--- src/rtl/serial_subtractor8.sv ---
// serial_subtractor8: digit-serial subtractor computing Di = Xi - Yi - B0.
// It resolves DIGIT bits per cycle through a registered borrow chain and
// reports borrow-out, signed overflow and zero flags.
// Handshakes: valid/ready on the request side, valid/ready on the result side.
`timescale 1ns/1ps

module serial_subtractor8 #(
  parameter int WIDTH = 8,
  parameter int DIGIT = 2
) (
  input  logic             clk,
  input  logic             rst_n,
  input  logic             in_valid,
  output logic             in_ready,
  input  logic [WIDTH-1:0] Xi,
  input  logic [WIDTH-1:0] Yi,
  input  logic             B0,
  output logic             out_valid,
  input  logic             out_ready,
  output logic [WIDTH-1:0] Di,
  output logic             Bout,
  output logic             V,
  output logic             Z
);

  localparam int NDIG = WIDTH / DIGIT;
  localparam int CW   = (NDIG > 1) ? $clog2(NDIG) : 1;
  localparam logic [CW-1:0] CNT_LAST = CW'(NDIG - 1);
  localparam logic [CW-1:0] CNT_ONE  = CW'(1);
  localparam logic [CW-1:0] CNT_ZERO = CW'(0);

  typedef enum logic [1:0] {
    ST_IDLE = 2'd0,
    ST_RUN  = 2'd1,
    ST_DONE = 2'd2
  } state_t;

  state_t             state_r;
  state_t             state_nx_s;
  logic               accept_s;
  logic               last_s;
  logic [CW-1:0]      cnt_r;
  logic [WIDTH-1:0]   x_r;
  logic [WIDTH-1:0]   y_r;
  logic               borrow_r;
  logic [WIDTH-1:0]   di_r;
  logic               bout_r;
  logic               v_r;
  logic               z_r;
  logic               in_ready_r;
  logic               out_valid_r;
  logic [DIGIT-1:0]   x_sl_s;
  logic [DIGIT-1:0]   y_sl_s;
  logic [DIGIT:0]     slice_s;
  logic [WIDTH-1:0]   di_nx_s;
  logic               v_nx_s;
  logic               z_nx_s;

  assign last_s = (cnt_r == CNT_LAST);

  // State register for the IDLE -> RUN -> DONE -> IDLE sequence.
  always_ff @(posedge clk or negedge rst_n) begin
    if (!rst_n) begin
      state_r <= ST_IDLE;
    end else begin
      state_r <= state_nx_s;
    end
  end

  // Next-state logic; DONE only returns to IDLE, so a new accept can never
  // share an edge with the result handshake.
  always_comb begin
    state_nx_s = state_r;
    accept_s   = 1'b0;
    case (state_r)
      ST_IDLE: begin
        if (in_valid) begin
          state_nx_s = ST_RUN;
          accept_s   = 1'b1;
        end else begin
          state_nx_s = ST_IDLE;
        end
      end
      ST_RUN: begin
        if (last_s) begin
          state_nx_s = ST_DONE;
        end else begin
          state_nx_s = ST_RUN;
        end
      end
      ST_DONE: begin
        if (out_ready) begin
          state_nx_s = ST_IDLE;
        end else begin
          state_nx_s = ST_DONE;
        end
      end
      default: begin
        state_nx_s = ST_IDLE;
      end
    endcase
  end

  // Current digit slice, the updated difference and the final flags.
  always_comb begin
    x_sl_s  = x_r[cnt_r*DIGIT +: DIGIT];
    y_sl_s  = y_r[cnt_r*DIGIT +: DIGIT];
    slice_s = {1'b0, x_sl_s} - {1'b0, y_sl_s} - {{DIGIT{1'b0}}, borrow_r};
    di_nx_s = di_r;
    di_nx_s[cnt_r*DIGIT +: DIGIT] = slice_s[DIGIT-1:0];
    v_nx_s  = (x_r[WIDTH-1] != y_r[WIDTH-1]) && (di_nx_s[WIDTH-1] != x_r[WIDTH-1]);
    z_nx_s  = (di_nx_s == {WIDTH{1'b0}});
  end

  // Operand capture at accept, then one borrow-chain step per RUN cycle.
  always_ff @(posedge clk or negedge rst_n) begin
    if (!rst_n) begin
      x_r      <= {WIDTH{1'b0}};
      y_r      <= {WIDTH{1'b0}};
      borrow_r <= 1'b0;
      cnt_r    <= CNT_ZERO;
      di_r     <= {WIDTH{1'b0}};
      bout_r   <= 1'b0;
      v_r      <= 1'b0;
      z_r      <= 1'b0;
    end else if (accept_s) begin
      x_r      <= Xi;
      y_r      <= Yi;
      borrow_r <= B0;
      cnt_r    <= CNT_ZERO;
    end else if (state_r == ST_RUN) begin
      di_r     <= di_nx_s;
      borrow_r <= slice_s[DIGIT];
      cnt_r    <= cnt_r + CNT_ONE;
      if (last_s) begin
        bout_r <= slice_s[DIGIT];
        v_r    <= v_nx_s;
        z_r    <= z_nx_s;
      end else begin
        bout_r <= bout_r;
        v_r    <= v_r;
        z_r    <= z_r;
      end
    end else begin
      cnt_r <= cnt_r;
    end
  end

  // Handshake outputs registered from the next state so they track the FSM exactly.
  always_ff @(posedge clk or negedge rst_n) begin
    if (!rst_n) begin
      in_ready_r  <= 1'b1;
      out_valid_r <= 1'b0;
    end else begin
      in_ready_r  <= (state_nx_s == ST_IDLE);
      out_valid_r <= (state_nx_s == ST_DONE);
    end
  end

  assign in_ready  = in_ready_r;
  assign out_valid = out_valid_r;
  assign Di        = di_r;
  assign Bout      = bout_r;
  assign V         = v_r;
  assign Z         = z_r;

endmodule

--- config.mk ---
export PLATFORM = sky130hd
export DESIGN_NAME = serial_subtractor8
export DESIGN_NICKNAME = d
export VERILOG_FILES = /design/src/rtl/serial_subtractor8.sv
export SDC_FILE = /design/constraint.sdc
export NUM_CORES = 1
export LEC_CHECK = 0
export ABC_AREA = 1
export CAP_MARGIN = 40
export CORE_AREA = 2 2 63 65
export DETAILED_ROUTE_END_ITERATION = 10
export DIE_AREA = 0 0 65 67
export PLACE_DENSITY = 0.76
export SLEW_MARGIN = 10
export SYNTH_ARGS = -nofsm -noshare
export SYNTH_HDL_FRONTEND = slang
export SYNTH_SLANG_ARGS = --single-unit
--- constraint.sdc ---
create_clock -name clk -period 3 [get_ports clk]
set_input_delay 0.45 -clock clk [delete_from_list [all_inputs] [get_ports clk]]
set_output_delay 0.45 -clock clk [all_outputs]
set_load 0.02 [all_outputs]
==> metrics.md, run 1 <==
| Metric | Value |
|---|---|
| Area share of the largest cell type after synthesis | `45.6%` |
| Netlist cell types | `27` |
| Initial DRT Pass Iterations | `4` |
| Sw Share | `42.9%` |
| Hold Path Class | `flop to flop` |
| Top cell type by total area after synthesis | `dfrtp_1` |
| Status | `finished clean` |
| Clk buf depth | `2` |
| Clock sink total | `34` |
| Worst path max stage delay | `0.48 ns` |
| Final number of setup-violating endpoints | `0` |
| Setup crit start kind | `flop` |
| # fillers | `312` |
| Antenna Cells | `0` |
| Top cells by count, synth | `dfrtp_1 (33), nand2_1 (33), nor2_1 (26)` |
| Crit-path cells | `inv_1 > a21oi_1 > a32o_1 > fa_1 > fa_1 > nor2_1 > nand2_1 > nor2_1 > nor2_1 > nand3_1 > nand2_1 > nand2_1 > nand2_1` |
| Worst Max-Slew Pin Slew | `0.409 ns` |
| DP Cell Count | `267` |
| CTS Hold Bufs | `0` |
| I/O Pins | `34` |
| CTS root buf | `clkbuf_8` |
| Primary FF master, synth | `dfrtp_1` |
| Starting Density | `50.2%` |
| Setup WS post-layout | `0.349 ns` |
| Power Density | `1150 mW/mm^2` |
| Crit Path Class | `flop to flop` |
| Hold Fails Final Rpt | `0` |
| Fin crit share | `88.4%` |
| CTS tree | `done` |
| Die H | `67 um` |
| CTS resizes | `0` |
| Htree depth | `2` |
| Dpl ws | `0.357 ns` |
| Slew Viols, Final | `0` |
| Core area | `0.00361 sq mm` |
| Final Critical Period | `2.65 ns` |
| Largest net degree at the start of global routing | `35` |
| Initial antenna violation count | `0` |
| First-pass GRT wire length | `5870 um` |
| DR vias | `1371` |
| Max Fclk | `377 MHz` |
| Setup_tns | `0 ns` |
| Average wire per standard cell | `12.5 um` |
| Req. time, crit path | `3.18 ns` |
| Syn nets | `218` |
| Mapped Avg Cell Area | `9.57 sq um` |
| Slew headroom | `72.7%` |
| Fin nets | `255` |
| Worst path arrival time | `2.84 ns` |
| Die area | `0.00436 sq mm` |
| Area of the multi-input gates | `812 sq um` |
| Final Non-Filler Cells | `275` |
| Slowest-stage cell, CP | `fa_1` |
| Post-synth EDFFs | `0` |
| Sw power | `1.10 mW` |
| DP HPWL | `2550 um` |
| Comb power frac | `55.1%` |
| Leakage | `1.06 nW` |
| Mapped Cells | `189` |
| I/O Buffers | `33` |
| CP endpoint kind | `flop` |
| Post-Syn Area | `0.00181 sq mm` |
| Final wirelength | `3440 um` |
| Max IR drop VDD | `536 uV` |
| Vias/cell | `4.99` |
| MaxCap Viol Count | `0` |
| Area growth, synth to finish | `23.7%` |
| Clk pin slew, worst setup/hold paths | `0.07 ns` |
| Fraction of registers with async set/reset | `100%` |
| Internal power | `1.47 mW` |
| Sequential power share | `32.5%` |
| Cts bufs inserted | `5` |
| GRT Total Usage | `18.2%` |
| Width of the die | `65 um` |
| RSZ-0062 raised after global routing | `no` |
| Setup Fix Bufs, Post-CTS | `0` |
| Vias in the first global route | `1299` |
| Most used cell, CP | `nand2_1` |
| Largest cells by area after synthesis | `dfrtp_1 (46%), mux2_4 (9.1%), nand2_1 (6.8%)` |
| Clock power share | `12.4%` |
| Max FO, Critical Path | `9` |
| Register area share after synthesis | `47.1%` |
| Yosys reg bits | `34` |
| FP Rows | `22` |
| Number of nets with antenna violations after routing | `0` |
| Worst skew pair latency | `0.29 ns` |
| YS warnings | `0` |
| Total global routing overflow | `0` |
| DRT iter0 DRCs | `66` |
| Skew final | `0.00957 ns` |
| DRC | `0` |
| Ratio of cells with drive above 1 in the final layout | `14.5%` |
| Register area | `853 sq um` |
| Routability cong. | `0.884` |
[power by group through the flow]
stage | clock network [mW] | registers, mW | logic (mW)
3_3_place_gp | 0 | 0.835 | 1.37
5_1_grt | 0.350 | 0.860 | 1.57
6_report | 0.320 | 0.835 | 1.42
2_1_floorplan | 0 | 0.881 | 1.02
3_5_place_dp | 0 | 0.840 | 1.41
4_1_cts | 0.330 | 0.833 | 1.42
[critical path, delay by kind of cell (launching register included)]
family / cells / cell delay [ns]
compound gates: 2 / 0.32
fa+ha+maj: 2 / 0.87
buf+inv: 1 / 0.25
flops: 1 / 0.45
simple gates: 8 / 0.65
[path summary, 6_finish.rpt]
path	start	to	slack, ns	cells past startpoint
setup / recovery	cnt_r[1]	V	0.35	13
hold / removal	V	V	0.50	2
setup reg to reg	cnt_r[1]	V	0.35	13
hold reg to reg	V	V	0.50	2
max in group asynchronous	rst_n	in_ready	2.10	2
min in group asynchronous	rst_n	Di[6]	0.56	2
[layout by cell type (no fill, tap or decap)]
cell	n
clkdlybuf4s50_1	33
nand2_4	1
a31oi_1	2
buf_4	2
o22ai_2	1
dfrtp_1	32
nor3_1	1
o21ai_1	6
dfstp_2	1
o21a_1	1
a21oi_1	4
mux2_2	3
clkbuf_8	5
o21ai_2	1
nand2_1	33
mux2_4	11
nor2_1	26
o22ai_1	3
o21ai_0	12
clkbuf_1	3
nor2_2	2
inv_1	20
a32o_1	1
nand3_1	9
inv_2	3
ha_1	6
dfrtp_2	1
nor2_4	2
fa_1	2
[sequential cells by signal, indices dropped and copies added (netlist names), 2 cells and up]
name / flops
Di: 8
cnt_r: 2
state_r: 2
x_r: 8
y_r: 8
[kinds of logic (layout without fill, tap and decap cells)]
kind of cell / count (synthesis) / in the layout / share of synthesized area [%]
AND/OR/NAND/NOR: 74 / 74 / 17.6
flip-flops: 34 / 34 / 47.1
AO/OA/AOI/OAI: 31 / 31 / 9.96
buffers and inverters: 28 / 66 / 8.02
multiplexers: 14 / 14 / 11.0
adder cells (fa/ha/maj): 8 / 8 / 6.36
[final cells by class]
class	instances	area share, %
Timing Repair Buffer	35	15.4
Multi-Input combinational cell	127	36.3
Inverter	23	3.86
Sequential cell	34	38.1
Clock buffer	8	3.58
Tap cell	48	2.68
[metal layers]
layer | share of wire, % | vias to the layer above | GRT usage, %
li1 | - | 686 | -
met1 | 46 | 645 | 22.2
met2 | 48 | 34 | 29.9
met3 | 4.2 | 6 | 4.56
met4 | 1.9 | 0 | 8.78
met5 | 0 | - | 0
[metrics by stage]
stage | hold WS (ns) | util [%] | power (mW) | area, sq um
final | 0.496 | 62.0 | 2.57 | 2240
after global routing | 0.518 | 62.0 | 2.78 | 2240
after CTS | 0.494 | 62.0 | 2.58 | 2240
after detailed placement | 0.478 | 59.8 | 2.25 | 2160
after global placement | 0.473 | 59.8 | 2.21 | 2160
after floorplan | 0.154 | - | 1.90 | 1810
(Power assumes the default switching activity.)
==> run 2: changes to the inputs <==
Settings changed: CAP_MARGIN 40 to default, CORE_AREA 2 2 63 65 to 2 2 71 73, DIE_AREA 0 0 65 67 to 0 0 73 75, PLACE_DENSITY 0.76 to default.
==> metrics.md, run 2 (same netlist as run 1, synthesis figures left out) <==
| Metric | Value |
|---|---|
| Max Fclk | `374 MHz` |
| Fin crit share | `89.2%` |
| I/O Pins | `34` |
| Setup_tns | `0 ns` |
| Core area | `0.00466 sq mm` |
| Register area | `852 sq um` |
| MaxCap Viol Count | `0` |
| Max IR drop VDD | `448 uV` |
| FP Rows | `25` |
| Crit Path Class | `flop to flop` |
| Initial DRT Pass Iterations | `4` |
| Most used cell, CP | `nand2_1` |
| CTS Hold Bufs | `0` |
| Total global routing overflow | `0` |
| CP endpoint kind | `flop` |
| Die H | `75 um` |
| Die area | `0.00548 sq mm` |
| Clk pin slew, worst setup/hold paths | `0.07 ns` |
| Vias in the first global route | `1308` |
| Worst Max-Slew Pin Slew | `0.434 ns` |
| Leakage | `1.08 nW` |
| Final wirelength | `3550 um` |
| Clock sink total | `34` |
| Setup crit start kind | `flop` |
| Final Non-Filler Cells | `281` |
| Max FO, Critical Path | `15` |
| CTS tree | `done` |
| Hold Path Class | `flop to flop` |
| DRC | `0` |
| Slew headroom | `71.0%` |
| Average wire per standard cell | `12.6 um` |
| DP HPWL | `2580 um` |
| Worst path arrival time | `2.86 ns` |
| DR vias | `1354` |
| Worst reg2reg path depth | `13` |
| Ratio of cells with drive above 1 in the final layout | `15.4%` |
| Power Density | `1160 mW/mm^2` |
| Number of nets with antenna violations after routing | `0` |
| Most frequent cells in the layout | `dfrtp_1 (33), nand2_1 (33), clkdlybuf4s50_1 (33)` |
| Clk buf depth | `2` |
| GRT Total Usage | `14.6%` |
| CTS resizes | `0` |
| Largest net degree at the start of global routing | `35` |
| Slowest-stage cell, CP | `fa_1` |
| Htree depth | `2` |
| Setup Fix Bufs, Post-CTS | `0` |
| Hold Fails Final Rpt | `0` |
| Final Critical Period | `2.68 ns` |
| Vias/cell | `4.82` |
| # fillers | `460` |
| Worst skew pair latency | `0.29 ns` |
| Area growth, synth to finish | `25.7%` |
| Skew final | `0.00480 ns` |
| CTS root buf | `clkbuf_8` |
| Antenna Cells | `0` |
| I/O Buffers | `33` |
| Initial antenna violation count | `0` |
| Routability cong. | `0.816` |
| Worst path max stage delay | `0.48 ns` |
| Cts bufs inserted | `5` |
| DP Cell Count | `273` |
| Width of the die | `73 um` |
| Final number of setup-violating endpoints | `0` |
| Req. time, crit path | `3.18 ns` |
| Slew Viols, Final | `0` |
| Hold path depth | `2` |
| Starting Density | `38.8%` |
| Area of the multi-input gates | `812 sq um` |
| Fin nets | `255` |
| Dpl ws | `0.368 ns` |
| Setup WS post-layout | `0.323 ns` |
| Crit-path cells | `inv_2 > nand2_1 > a32o_1 > fa_1 > fa_1 > nor2_1 > nand2_1 > nor2_1 > nor2_1 > nand3_1 > nand2_1 > nand2_1 > nand2_1` |
| First-pass GRT wire length | `6090 um` |
| RSZ-0062 raised after global routing | `no` |
| DRT iter0 DRCs | `58` |
| Status | `finished clean` |
run 2: layer usage:
| layer | track usage (%) | share of wire (%) | vias to the layer above | routed length [um] |
|---|---|---|---|---|
| met4 | 4.32 | 1.3 | 0 | 45 |
| met2 | 22.0 | 44 | 30 | 1550 |
| li1 | - | - | 685 | - |
| met1 | 20.3 | 50 | 632 | 1790 |
| met3 | 4.55 | 4.6 | 7 | 162 |
| met5 | 0 | 0 | - | 0 |
run 2: stage by stage:
stage | hold WS (ns) | cell area (sq um) | total power [mW] | util, %
floorplan | 0.154 | 1810 | 1.90 | -
global placement | 0.487 | 2160 | 2.24 | 46.4
detailed placement | 0.481 | 2160 | 2.25 | 46.4
CTS | 0.500 | 2270 | 2.66 | 48.8
global route | 0.522 | 2270 | 2.89 | 48.8
finish | 0.502 | 2270 | 2.63 | 48.8
run 2: path summary, 6_finish.rpt:
kind / startpoint / end / slack (ns)
worst max-delay path: cnt_r[0] / V / 0.32
min in group asynchronous: rst_n / Di[5] / 0.56
max in group asynchronous: rst_n / in_ready / 2.08
worst min-delay path: Z / Z / 0.50
worst min register to register: Z / Z / 0.50
worst max register to register: cnt_r[0] / V / 0.32
run 2: critical path, delay by kind of cell, from the launching register on:
family	cells	cell delay [ns]
compound gates	1	0.24
fa+ha+maj	2	0.87
buf+inv	1	0.23
flops	1	0.46
simple gates	9	0.77
run 2: layout make-up:
cell class                      count  area share [%]
Clock buffer                        8            4.84
Inverter                           23            3.80
Multi-Input combinational cell    127            35.7
Sequential cell                    34            37.5
Tap cell                           54            2.97
Timing Repair Buffer               35            15.2
run 2: report_power, final:
group,internal [mW],switching [mW],total (mW)
combinational,0.619,0.786,1.40
sequential,0.678,0.148,0.826
clock,0.232,0.169,0.401
==> run 3: changes to the inputs <==
Settings changed: CELL_PAD_IN_SITES_DETAIL_PLACEMENT from default to 0, CELL_PAD_IN_SITES_GLOBAL_PLACEMENT from default to 1, CORE_AREA 2 2 71 73 to 2 2 72 74, DIE_AREA 0 0 73 75 to 0 0 74 76, PLACE_DENSITY_LB_ADDON from default to 0.1.
==> metrics.md, run 3 (same netlist as run 1, synthesis figures left out) <==
| Metric | Value |
|---|---|
| Finished Cell Area | `0.00228 sq mm` |
| Clock sink total | `34` |
| Leakage | `1.07 nW` |
| Largest net degree at the start of global routing | `35` |
| Setup_tns | `0 ns` |
| Number of nets with antenna violations after routing | `0` |
| Slew headroom | `71.6%` |
| Width of the die | `74 um` |
| DRC | `0` |
| Max FO, Critical Path | `9` |
| CTS Hold Bufs | `0` |
| Crit-path cells | `inv_1 > a21oi_1 > a32o_1 > fa_1 > fa_1 > nor2_1 > nand2_1 > nor2_1 > nor2_1 > nand2_1 > nor2_1 > nand3_1 > nand2_1` |
| First-pass GRT wire length | `6710 um` |
| CTS tree | `done` |
| Final number of setup-violating endpoints | `0` |
| Worst skew pair latency | `0.29 ns` |
| Ratio of cells with drive above 1 in the final layout | `15.9%` |
| Slew Viols, Final | `0` |
| Status | `finished clean` |
| Setup crit start kind | `flop` |
| Initial DRT Pass Iterations | `4` |
| Util after Layout | `46.4%` |
| Area growth, synth to finish | `26.0%` |
| FP Rows | `26` |
| Routed wl met3 | `156 um` |
| Most frequent cells in the layout | `nand2_1 (33), clkdlybuf4s50_1 (33), dfrtp_1 (32)` |
| DRT iter0 DRCs | `25` |
| CTS resizes | `0` |
| DR vias | `1374` |
| Htree depth | `2` |
| Setup Fix Bufs, Post-CTS | `0` |
| RSZ-0062 raised after global routing | `no` |
| Cts bufs inserted | `5` |
| MaxCap Viol Count | `0` |
| Final wirelength | `3850 um` |
| Total global routing overflow | `0` |
| Met2 routed WL | `1950 um` |
| Average wire per standard cell | `13.0 um` |
| Worst Max-Slew Pin Slew | `0.427 ns` |
| Initial antenna violation count | `0` |
| CTS root buf | `clkbuf_8` |
| Placed instance area | `0.00218 sq mm` |
| Dpl ws | `0.306 ns` |
| Die H | `76 um` |
| Worst path max stage delay | `0.48 ns` |
| Core area | `0.00491 sq mm` |
| Crit Path Class | `flop to flop` |
| Final Non-Filler Cells | `297` |
| Clk pin slew, worst setup/hold paths | `0.08 ns` |
| Hold Fails Final Rpt | `0` |
| Top layer in use | `met4` |
| Antenna Cells | `0` |
| Skew final | `0.00931 ns` |
| GRT Total Usage | `15.8%` |
| Final Critical Period | `2.66 ns` |
| Met1 Routed Length | `1650 um` |
| Starting Density | `36.8%` |
| Routability cong. | `0.890` |
| I/O Pins | `34` |
| Fin crit share | `88.7%` |
| Slowest-stage cell, CP | `fa_1` |
| CP endpoint kind | `flop` |
| Die area | `0.00562 sq mm` |
| Vias/cell | `4.63` |
| Clk buf depth | `2` |
| DP Cell Count | `289` |
| Most used cell, CP | `nor2_1` |
| Vias in the first global route | `1412` |
| Fin nets | `255` |
| Setup WS post-layout | `0.339 ns` |
| Max Fclk | `376 MHz` |
| Hold Path Class | `flop to flop` |
| Worst path arrival time | `2.85 ns` |
| Req. time, crit path | `3.18 ns` |
| Power Density | `1140 mW/mm^2` |
| DP HPWL | `2920 um` |
| Final Hold Slack | `0.492 ns` |
| I/O Buffers | `33` |
| Post-layout total power | `2.61 mW` |
| Max IR drop VDD | `435 uV` |
[run 3: changes by cell type in the layout (fill, tap and decap cells not counted), sizes merged]
cell      before  now
clkinv         0    1
clkbuf         8    6
clkinvlp       0    1
[run 3: area by class of cell]
type                       count  area (sq um)
clock inverter                 2          12.5
fill                         493          2630
inverter                      23          86.3
tap                           70          87.6
sequential                    34           853
clock buffer                   6          82.6
timing repair buffer          35           345
multi-input combinational    127           812
[run 3: report_power, final]
| part | internal, mW | switching, mW |
|---|---|---|
| Sequential | 0.680 | 0.170 |
| Clock | 0.184 | 0.169 |
| Combinational | 0.617 | 0.790 |
[run 3: critical path, delay by kind of cell, from the launching register on]
family | cells | cell delay (ns)
buffers and inverters | 1 | 0.25
AO/OA/AOI/OAI | 2 | 0.30
AND/OR/NAND/NOR | 8 | 0.67
adder cells (fa/ha/maj) | 2 | 0.87
flip-flops | 1 | 0.46
[run 3: per-layer routing]
layer | track usage, % | vias up
li1 | - | 685
met1 | 19.2 | 649
met2 | 26.1 | 30
met3 | 4.23 | 10
met4 | 6.55 | 0
met5 | 0 | -
[run 3: path summary, 6_finish.rpt]
path / cells past startpoint / start / endpoint / slack (ns)
max in group asynchronous: 2 / rst_n / in_ready / 2.09
min in group asynchronous: 2 / rst_n / Di[2] / 0.57
setup / recovery: 13 / cnt_r[1] / Z / 0.34
setup reg to reg: 13 / cnt_r[1] / Z / 0.34
hold reg to reg: 2 / Z / Z / 0.49
hold / removal: 2 / Z / Z / 0.49
